==> config.mk <==
export PLATFORM = sky130hd
export DESIGN_NAME = spi_deserializer
export DESIGN_NICKNAME = d
export VERILOG_FILES = /design/src/rtl/spi_deserializer.sv
export SDC_FILE = /design/constraint.sdc
export NUM_CORES = 1
export LEC_CHECK = 0
export CORE_UTILIZATION = 57
export CTS_CLUSTER_SIZE = 30
export DETAILED_ROUTE_END_ITERATION = 8
export HOLD_SLACK_MARGIN = 0.03
export PLACE_DENSITY = 0.81
export RECOVER_POWER = 100
export SYNTH_ARGS = -nofsm -noshare
export SYNTH_HDL_FRONTEND = slang
export SYNTH_SLANG_ARGS = --single-unit
export TNS_END_PERCENT = 10
==> constraint.sdc <==
create_clock -name clk -period 5.05 [get_ports clk]
set_clock_uncertainty 0.1 [all_clocks]
set_input_delay 1.01 -clock clk [delete_from_list [all_inputs] [get_ports clk]]
set_output_delay 1.01 -clock clk [all_outputs]
set_load 0.05 [all_outputs]
==> src/rtl/spi_deserializer.sv <==
// SPI slave receive path: synchronizes sclk/mosi into clk, shifts MSB-first words,
// and hands each completed word to a downstream FIFO through a one-entry hold register.
module spi_deserializer #(
    parameter int DATAWIDTH   = 32,
    parameter int SYNC_STAGES = 2,
    parameter int TIMEOUT     = 64
) (
    input  logic                 clk,
    input  logic                 rst,
    input  logic                 sclk,
    input  logic                 mosi,
    input  logic                 full,
    input  logic                 clr_ovf,
    output logic                 write_en,
    output logic [DATAWIDTH-1:0] write_data,
    output logic                 busy,
    output logic                 frame_err,
    output logic                 overflow
);

    // state    | meaning
    // RX_IDLE  | no bits of a word received yet (bit_cnt = 0)
    // RX_RECV  | partial word in the shifter, idle timer running
    // DR_EMPTY | hold register holds nothing
    // DR_PEND  | hold register holds a word waiting for the FIFO

    localparam int CW = $clog2(DATAWIDTH) + 1;
    localparam int IW = $clog2(TIMEOUT) + 1;
    localparam logic [CW-1:0] LAST_BIT = CW'(DATAWIDTH - 1);
    localparam logic [IW-1:0] IDLE_MAX = IW'(TIMEOUT - 1);

    typedef enum logic {RX_IDLE, RX_RECV} rx_state_t;
    typedef enum logic {DR_EMPTY, DR_PEND} dr_state_t;

    rx_state_t rx_state;
    dr_state_t dr_state;

    logic [SYNC_STAGES-1:0] sclk_sync;
    logic [SYNC_STAGES-1:0] mosi_sync;
    logic [SYNC_STAGES-1:0] fill;
    logic                   sclk_prev;
    logic                   armed;
    logic [DATAWIDTH-1:0]   shifter;
    logic [DATAWIDTH-1:0]   hold_reg;
    logic [CW-1:0]          bit_cnt;
    logic [IW-1:0]          idle_cnt;

    logic                 sclk_s;
    logic                 mosi_s;
    logic                 rise;
    logic                 word_done;
    logic                 drain;
    logic                 ovf_evt;
    logic [DATAWIDTH-1:0] shift_next;

    assign sclk_s     = sclk_sync[SYNC_STAGES-1];
    assign mosi_s     = mosi_sync[SYNC_STAGES-1];
    assign rise       = armed & sclk_s & ~sclk_prev;
    assign shift_next = {shifter[DATAWIDTH-2:0], mosi_s};
    assign word_done  = rise && (bit_cnt == LAST_BIT);
    assign drain      = (dr_state == DR_PEND) && !full;
    assign ovf_evt    = word_done && (dr_state == DR_PEND) && full;
    assign busy       = (bit_cnt != '0);

    // Edge detection stays disarmed until a real low level of sclk has come through
    // the synchronizer, so an sclk already high at reset release is not an edge.
    always_ff @(posedge clk or posedge rst) begin
        if (rst) begin
            sclk_sync <= '0;
            mosi_sync <= '0;
            fill      <= '0;
            sclk_prev <= 1'b0;
            armed     <= 1'b0;
        end else begin
            sclk_sync <= {sclk_sync[SYNC_STAGES-2:0], sclk};
            mosi_sync <= {mosi_sync[SYNC_STAGES-2:0], mosi};
            fill      <= {fill[SYNC_STAGES-2:0], 1'b1};
            sclk_prev <= sclk_s;
            if (fill[SYNC_STAGES-1] && !sclk_s)
                armed <= 1'b1;
        end
    end

    always_ff @(posedge clk or posedge rst) begin
        if (rst) begin
            rx_state  <= RX_IDLE;
            shifter   <= '0;
            bit_cnt   <= '0;
            idle_cnt  <= '0;
            frame_err <= 1'b0;
        end else begin
            frame_err <= 1'b0;
            if (rise) begin
                shifter  <= shift_next;
                idle_cnt <= '0;
                if (bit_cnt == LAST_BIT) begin
                    bit_cnt  <= '0;
                    rx_state <= RX_IDLE;
                end else begin
                    bit_cnt  <= bit_cnt + CW'(1);
                    rx_state <= RX_RECV;
                end
            end else if (rx_state == RX_RECV) begin
                if (idle_cnt == IDLE_MAX) begin
                    bit_cnt   <= '0;
                    idle_cnt  <= '0;
                    frame_err <= 1'b1;
                    rx_state  <= RX_IDLE;
                end else begin
                    idle_cnt <= idle_cnt + IW'(1);
                end
            end
        end
    end

    // A word completing into an empty hold register with the FIFO ready is written
    // straight through, giving a one-cycle latency from the final edge.
    always_ff @(posedge clk or posedge rst) begin
        if (rst) begin
            dr_state   <= DR_EMPTY;
            hold_reg   <= '0;
            write_en   <= 1'b0;
            write_data <= '0;
            overflow   <= 1'b0;
        end else begin
            write_en <= 1'b0;
            if (ovf_evt)
                overflow <= 1'b1;
            else if (clr_ovf)
                overflow <= 1'b0;

            if (dr_state == DR_EMPTY) begin
                if (word_done) begin
                    if (!full) begin
                        write_en   <= 1'b1;
                        write_data <= shift_next;
                    end else begin
                        hold_reg <= shift_next;
                        dr_state <= DR_PEND;
                    end
                end
            end else if (drain) begin
                write_en   <= 1'b1;
                write_data <= hold_reg;
                if (word_done)
                    hold_reg <= shift_next;
                else
                    dr_state <= DR_EMPTY;
            end
        end
    end

endmodule

==> flow_summary.yaml, run 1 <==
sta:
  slew_viol_final: 109
  finalSetupTns_ns: 0
  finalHoldViolations: 0
  timing.final.crit_share: 0.756
  slew_headroom: -0.947
  rsz0062_at_grt: "false"
  min_period_ns: 3.82
  fmax_mhz: 262
  setup_viol: 0
  tightest_slew_ns: 2.90
clock_network:
  worstSkewPairLatency_ns: 0.52
  postCtsSetupBuffers: 0
  cts_buffer_depth: 2
  clk_pin_slew_ns: 0.06
  root_buffer: "clkbuf_8"
  cts-resized-gates: 0
  cts_inserted_buffers: 17
  cts.sinks: 121
  ctsHoldBuffers: 0
  cts_tree: "done"
  htree_levels: 4
power:
  internal_power_w: 0.00191
  power.leakage_nw: 2.94
  power.density_nw_per_um2: 430
  pwr-share-seq: 0.434
  swShare: 0.256
  switching_power_w: 0.000655
  ir_drop_uv: 259
  clockPowerShare: 0.472
  pwr-share-comb: 0.094
status:
  violations: "capacitance limit, slew limit"
  status: "finished, violations left"
setup_path:
  crit_fanout: 36
  end_kind: "flop"
  max_stage_delay_ns: 0.85
  worstPathCellList: "dlygate4sd3_1 -> inv_1 -> nand2_1 -> buf_4 -> a21oi_1 -> clkbuf_2 -> mux2_2"
  cp-start-kind: "input pin"
  critPathKind: "input pin to flop"
  worstPathRequired_ns: 5.35
  arrival_ns: 4.11
  slowest_stage: "inv_1"
final_layout:
  final_common_cell: "dfrtp_1"
  n_fill_cell: 555
  drive_gt1_frac: 0.145
  nNetsFinal: 493
  area_delta_synth_final_pct: 21.4
  final_area_um2: 5960
  n_antenna_cell: 0
  mostFrequentLayoutCells: "dfrtp_1 (121), nand2_1 (107), o22ai_1 (53)"
global_route:
  grt_max_degree: 70
  grt_pass1_wl_um: 18700
  grt_pass1_vias: 3753
  grt_usage: 0.282
  antenna_found_initial: 0
  grt_overflow_total: 0
die:
  dieArea_um2: 8980
  initial_utilization: 0.594
  io_pins: 42
  rows: 33
  die_w_um: 94.8
  core_region_area_um2: 8260
  die_h_um: 94.8
route:
  met3_length_um: 623
  viasPerCell: 6.18
  wl_met1_um: 4560
  drtIter0Drc: 353
  post_drt_wl_per_cell_um: 18.5
  vias: 3719
  wl_um: 11200
  detail-route-antenna-nets: 0
  dr_wl_met2_um: 5760
  top_layer_used: "met4"
  drc: 0
  drt_pass1_iterations: 6
logic_synthesis:
  ys_types: 39
  yosys_warnings: 0
  ys_seq_area_frac: 0.617
  syn-num-nets: 452
  synth.avg_cell_area_um2: 11.1
  synth-seq-cells: 121
  syn_inst: 443
  synth_area_um2: 4910
place:
  routabilityCongestion: 0.795
  placed_area_um2: 5380
  hpwl_um: 6420
  io_buffers: 41
hold_path:
  hold_path_class: "flop to flop"
run:
  maxCapViolCount: 2
cell type report:
class	instances	area, um2	area share
clock inverter	12	146	0.0246
timing repair buffer	50	464	0.0779
tap	105	131	0.0221
clock buffer	20	455	0.0765
inverter	10	38.8	0.00651
sequential	121	3030	0.508
multi-input combinational	284	1690	0.284
per-layer routing:
layer,track usage,up-vias
met5,0,-
met4,0.119,0
met3,0.0676,25
met2,0.457,158
met1,0.365,1879
li1,-,1657
power by group through the flow:
stage	clock network (W)	registers [W]	logic (W)
floorplan	0	0.00114	0.000145
global placement	0	0.00112	0.000237
detailed placement	0	0.00112	0.000245
CTS	0.00122	0.00111	0.000251
global route	0.00126	0.00112	0.000267
finish	0.00121	0.00111	0.000240
critical path: cells and delay by family:
kind / cells / cell delay [ns]
buffers and inverters: 4 / 2.38
muxes: 1 / 0.43
AOI/OAI and AO/OA: 1 / 0.16
and+or+nand+nor: 1 / 0.11
cell usage after synthesis, drive strengths merged:
cell | count | area, um2
xor2 | 3 | 26.3
dfrtp | 121 | 3030
nand2 | 107 | 402
clkbuf | 15 | 56.3
o22ai | 53 | 332
a2bb2oi | 11 | 96.3
and3b | 1 | 8.76
a21oi | 27 | 150
o21a | 1 | 7.51
nand4 | 4 | 40.0
nor3 | 4 | 20.0
nor2 | 5 | 18.8
and3 | 2 | 12.5
a31oi | 1 | 6.26
inv | 9 | 33.8
buf | 13 | 83.8
a311oi | 1 | 8.76
a21o | 1 | 7.51
mux2 | 32 | 360
o31ai | 1 | 7.51
conb | 1 | 3.75
and4b | 1 | 10.0
nand3b | 1 | 7.51
o21ai | 12 | 60.1
clkinv | 1 | 3.75
nand3 | 7 | 35.0
and4 | 1 | 8.76
ha | 3 | 37.5
a41oi | 2 | 17.5
o41ai | 1 | 8.76
o32ai | 1 | 8.76
cell families after synthesis:
group / share of synthesized area
xor+xnor: 0.00536
fa+ha+maj: 0.00765
buf+inv: 0.0362
other cells: 0.000764
mux: 0.0734
simple gates: 0.115
compound gates: 0.145
flops: 0.617
path summary, 6_finish.rpt:
path	slack (ns)	start	cells past startpoint	to
setup / recovery	1.23	full	7	hold_reg[10]
hold / removal	0.25	sclk_sync[0]	0	sclk_sync[1]
setup reg to reg	1.73	sclk_sync[1]	4	bit_cnt[5]
hold reg to reg	0.25	sclk_sync[0]	0	sclk_sync[1]
max in group asynchronous	1.78	rst	3	shifter[11]
min in group asynchronous	1.68	rst	2	shifter[27]
metrics by stage:
stage,util,power (W),worst slack [ns],instances,hold slack (ns)
floorplan,-,0.00129,0.726,443,0.231
global placement,0.652,0.00136,1.59,570,0.233
detailed placement,0.652,0.00137,1.53,570,0.235
CTS,0.725,0.00258,1.87,602,0.248
global route,0.721,0.00265,1.07,602,0.262
finish,0.721,0.00256,1.23,602,0.247
Power figures use the tool's default switching activity.
==> run 2, diff against run 1 <==
==> constraint.sdc (replaced) <==
create_clock -name clk -period 3.59 [get_ports clk]
set_clock_uncertainty 0.1 [all_clocks]
set_input_delay 0.718 -clock clk [delete_from_list [all_inputs] [get_ports clk]]
set_output_delay 0.718 -clock clk [all_outputs]
set_load 0.05 [all_outputs]
==> run 2 against run 1 <==
Against the previous run:
- the flow still finishes with violations (capacitance limit, slew limit)
- sequential power is 41% higher
- setup slack got worse by 0.64 ns
- flip-flop and latch count stayed put
- cell area is 0.50% higher
- highest routed layer unchanged
- combinational power rose by 39%
- non-clock buffer count did not move
- via count fell by 2.0%
- die area unchanged
- critical path depth decreased by 1
==> flow_summary.yaml, run 2 (same netlist as run 1, synthesis figures left out) <==
route:
  viasPerCell: 6.06
  post_drt_wl_per_cell_um: 18.1
  vias: 3646
  drt_pass1_iterations: 5
  wl_um: 10900
  drc: 0
  detail-route-antenna-nets: 0
  drtIter0Drc: 250
setup_path:
  cp-start-kind: "input pin"
  end_kind: "flop"
  crit_buf_inv: 3
  r2r-start: "bit_cnt[0]"
  worstPathCellList: "dlygate4sd3_1 -> inv_1 -> nand2_1 -> a21oi_4 -> clkbuf_2 -> mux2_2"
  path_delay_family: "buffers and inverters"
  r2r_end: "hold_reg[21]"
  max_stage_delay_ns: 0.71
  reg2reg_depth: 6
  critPathKind: "input pin to flop"
  arrival_ns: 3.30
  crit_fanout: 32
  worstPathRequired_ns: 3.89
  slowest_stage: "clkbuf_2"
  reg2reg_slack_ns: 0.81
die:
  io_pins: 42
  initial_utilization: 0.594
  dieArea_um2: 8980
  die_w_um: 94.8
  rows: 33
  core_region_area_um2: 8260
  die_h_um: 94.8
clock_network:
  root_buffer: "clkbuf_8"
  htree_levels: 4
  clk_pin_slew_ns: 0.06
  ctsHoldBuffers: 0
  cts_tree: "done"
  worstSkewPairLatency_ns: 0.52
  postCtsSetupBuffers: 0
  cts_inserted_buffers: 17
  cts-resized-gates: 0
  cts_buffer_depth: 2
  cts.sinks: 121
hold_path:
  hold_path_class: "flop to flop"
  holdPathEnd: "mosi_sync[1]"
  whs_path_depth: 0
  hp-start: "mosi_sync[0]"
sta:
  timing.final.crit_share: 0.836
  finalSetupTns_ns: 0
  layout_setup_ws_ns: 0.589
  finalHoldViolations: 0
  fmax_mhz: 333
  slew_headroom: -0.183
  rsz0062_at_grt: "false"
  min_period_ns: 3.00
  setup_viol: 0
  tightest_slew_ns: 1.78
  slew_viol_final: 39
global_route:
  grt_overflow_total: 0
  grt_pass1_vias: 3674
  grt_max_degree: 105
  antenna_found_initial: 0
  grt_usage: 0.267
  grt_pass1_wl_um: 17800
place:
  placed_area_um2: 5400
  hpwl_um: 6310
  pre_cts_ws_ns: 0.764
  routabilityCongestion: 0.785
  place_inst: 570
  io_buffers: 41
final_layout:
  nNetsFinal: 493
  final_common_cell: "dfrtp_1"
  drive_gt1_frac: 0.145
  area_delta_synth_final_pct: 22.0
  fin_cells: 602
  n_antenna_cell: 0
  mostFrequentLayoutCells: "dfrtp_1 (121), nand2_1 (107), o22ai_1 (53)"
  final_area_um2: 5990
power:
  switching_power_w: 0.000918
  clockPowerShare: 0.487
  pwr-share-seq: 0.423
  swShare: 0.248
  power_w: 0.00370
  power.leakage_nw: 2.95
  internal_power_w: 0.00278
  ir_drop_uv: 407
  pwr-share-comb: 0.090
  power.density_nw_per_um2: 618
run:
  maxCapViolCount: 1
status:
  violations: "capacitance limit, slew limit"
  status: "finished, violations left"
run 2: cell types whose count changed in the layout (fill, tap and decap cells not counted):
cell        delta
nand4_4        -1
nand4_1        +1
a21oi_1        -1
inv_6          -1
bufinv_16      +2
clkbuf_8       -2
clkinv_2       -1
a21oi_4        +1
clkinvlp_4     +1
clkbuf_4       +1
run 2: area by class of cell:
| cell class | instances | area (um2) |
|---|---|---|
| inverters | 10 | 38.8 |
| flip-flops and latches | 121 | 3030 |
| well taps | 105 | 131 |
| fillers | 556 | 2270 |
| clock inverters | 13 | 200 |
| repair buffers | 50 | 468 |
| clock buffers | 19 | 432 |
| multi-input cells | 284 | 1690 |
run 2: layer usage:
layer  track usage  up-vias  share of wire
met3        0.0596       19          0.048
met5             0        -              0
met1         0.344     1840           0.42
li1              -     1666              -
met2         0.435      121           0.51
met4         0.116        0          0.018
run 2: per-stage QoR:
stage	util	hold WS [ns]
2_1_floorplan	-	0.231
3_3_place_gp	0.654	0.232
3_5_place_dp	0.654	0.236
4_1_cts	0.730	0.249
5_1_grt	0.725	0.253
6_report	0.725	0.246
run 2: power groups by stage:
stage	registers [W]	clock network (W)	logic, W
after CTS	0.00156	0.00182	0.000348
after global placement	0.00158	0	0.000334
after global routing	0.00158	0.00188	0.000368
final	0.00156	0.00180	0.000333
after detailed placement	0.00158	0	0.000345
after floorplan	0.00161	0	0.000204
run 2: worst max-delay path by stage:
stage | start | endpoint | cells past startpoint
floorplan | rst | armed | 1
global placement | full | hold_reg[27] | 6
detailed placement | full | hold_reg[1] | 6
CTS | bit_cnt[0] | busy | 4
global route | full | hold_reg[21] | 6
finish | full | hold_reg[21] | 6
==> run 3, diff against run 2 <==
==> constraint.sdc (replaced) <==
create_clock -name clk -period 3 [get_ports clk]
set_clock_uncertainty 0.1 [all_clocks]
set_input_delay 0.6 -clock clk [delete_from_list [all_inputs] [get_ports clk]]
set_output_delay 0.6 -clock clk [all_outputs]
set_load 0.05 [all_outputs]
==> run 3 against run 2 <==
Against the previous run:
- the flow still finishes with violations (capacitance limit, slew limit)
- hold slack gained 0.0043 ns
- power is 19% higher
- core utilization grew 0.091 points
- combinational power rose by 21%
- clock power increased by 18%
- critical endpoint is now busy
- largest power group unchanged
==> flow_summary.yaml, run 3 (same netlist as run 1, synthesis figures left out) <==
final_layout:
  drive_gt1_frac: 0.146
  n_antenna_cell: 0
  nNetsFinal: 496
  mostFrequentLayoutCells: "dfrtp_1 (121), nand2_1 (107), o22ai_1 (53)"
  final_common_cell: "dfrtp_1"
  final_area_um2: 5990
  post-route-util: 0.726
  area_delta_synth_final_pct: 22.1
sta:
  min_period_ns: 2.81
  layout_setup_ws_ns: 0.187
  finalHoldViolations: 0
  slew_headroom: -0.214
  rsz0062_at_grt: "false"
  finalSetupTns_ns: 0
  fmax_mhz: 356
  tightest_slew_ns: 1.82
  slew_viol_final: 161
  setup_viol: 0
  fin_hold_ws_ns: 0.251
  timing.final.crit_share: 0.938
die:
  die_h_um: 94.8
  io_pins: 42
  initial_utilization: 0.594
  dieArea_um2: 8980
  rows: 33
  core_region_area_um2: 8260
  die_w_um: 94.8
clock_network:
  root_buffer: "clkbuf_8"
  ctsHoldBuffers: 0
  clk_pin_slew_ns: 0.06
  cts_inserted_buffers: 17
  worstSkewPairLatency_ns: 0.52
  cts_tree: "done"
  cts_buffer_depth: 2
  cts-resized-gates: 0
  cts.sinks: 121
  htree_levels: 4
  postCtsSetupBuffers: 0
setup_path:
  path_delay_family: "buffers and inverters"
  crit_buf_inv: 2
  arrival_ns: 2.11
  worstPathCellList: "inv_1 -> ha_1 -> nand3_1 -> dlygate4sd3_1"
  slowest_stage: "dlygate4sd3_1"
  cp-start-kind: "flop"
  end_kind: "output port"
  max_stage_delay_ns: 0.87
  worstPathRequired_ns: 2.30
  critPathKind: "flop to output port"
  crit_fanout: 5
route:
  drtIter0Drc: 340
  post_drt_wl_per_cell_um: 18.3
  vias: 3674
  drc: 0
  viasPerCell: 6.07
  drt_pass1_iterations: 5
  wl_um: 11100
  detail-route-antenna-nets: 0
place:
  hpwl_um: 6210
  pre_cts_ws_ns: 0.530
  routabilityCongestion: 0.761
  placed_area_um2: 5430
  io_buffers: 41
power:
  power.leakage_nw: 2.96
  power.density_nw_per_um2: 736
  ir_drop_uv: 519
global_route:
  grt_max_degree: 122
  grt_pass1_wl_um: 18500
  grt_usage: 0.276
  grt_pass1_vias: 3675
  antenna_found_initial: 0
  grt_overflow_total: 0
hold_path:
  hold_path_class: "flop to flop"
status:
  violations: "capacitance limit, slew limit"
  status: "finished, violations left"
run:
  maxCapViolCount: 2
==> run 3: power by group <==
group | total, W | internal [W] | switching [W]
registers | 0.00187 | 0.00175 | 0.000129
clock network | 0.00213 | 0.00138 | 0.000757
logic | 0.000404 | 0.000137 | 0.000267
total | 0.00441 | 0.00326 | 0.00115
==> run 3: metrics by stage <==
step / instances / power [W]
finish: 605 / 0.00441
global route: 605 / 0.00456
CTS: 605 / 0.00444
detailed placement: 573 / 0.00231
global placement: 573 / 0.00229
floorplan: 443 / 0.00217
==> run 3: layout make-up <==
type                    instances  area, um2
well taps                     105        131
multi-input cells             284       1690
repair buffers                 53        480
fillers                       553       2260
clock buffers                  18        428
inverters                      10       41.3
flip-flops and latches        121       3030
clock inverters                14        196
==> run 3: path summary, 6_finish.rpt <==
path / start / end / slack, ns / depth (start not counted)
max in group asynchronous: rst / bit_cnt[1] / 0.75 / 3
min in group asynchronous: rst / write_data[22] / 1.06 / 3
setup / recovery: bit_cnt[0] / busy / 0.19 / 4
hold / removal: sclk_sync[0] / sclk_sync[1] / 0.25 / 0
setup reg to reg: sclk_prev / write_data[11] / 0.22 / 6
hold reg to reg: sclk_sync[0] / sclk_sync[1] / 0.25 / 0
==> run 3: per-layer routing <==
metal | routed length [um] | vias to the layer above | global-route usage
li1 | - | 1671 | -
met1 | 4660 | 1865 | 0.364
met2 | 5720 | 119 | 0.447
met3 | 522 | 19 | 0.0572
met4 | 150 | 0 | 0.117
met5 | 0 | - | 0
==> run 3: worst register-to-register path, delay by kind of cell (launching register included) <==
family	cells	cell delay [ns]
buf+inv	2	1.20
simple gates	2	0.52
flops	1	0.40
compound gates	2	0.42
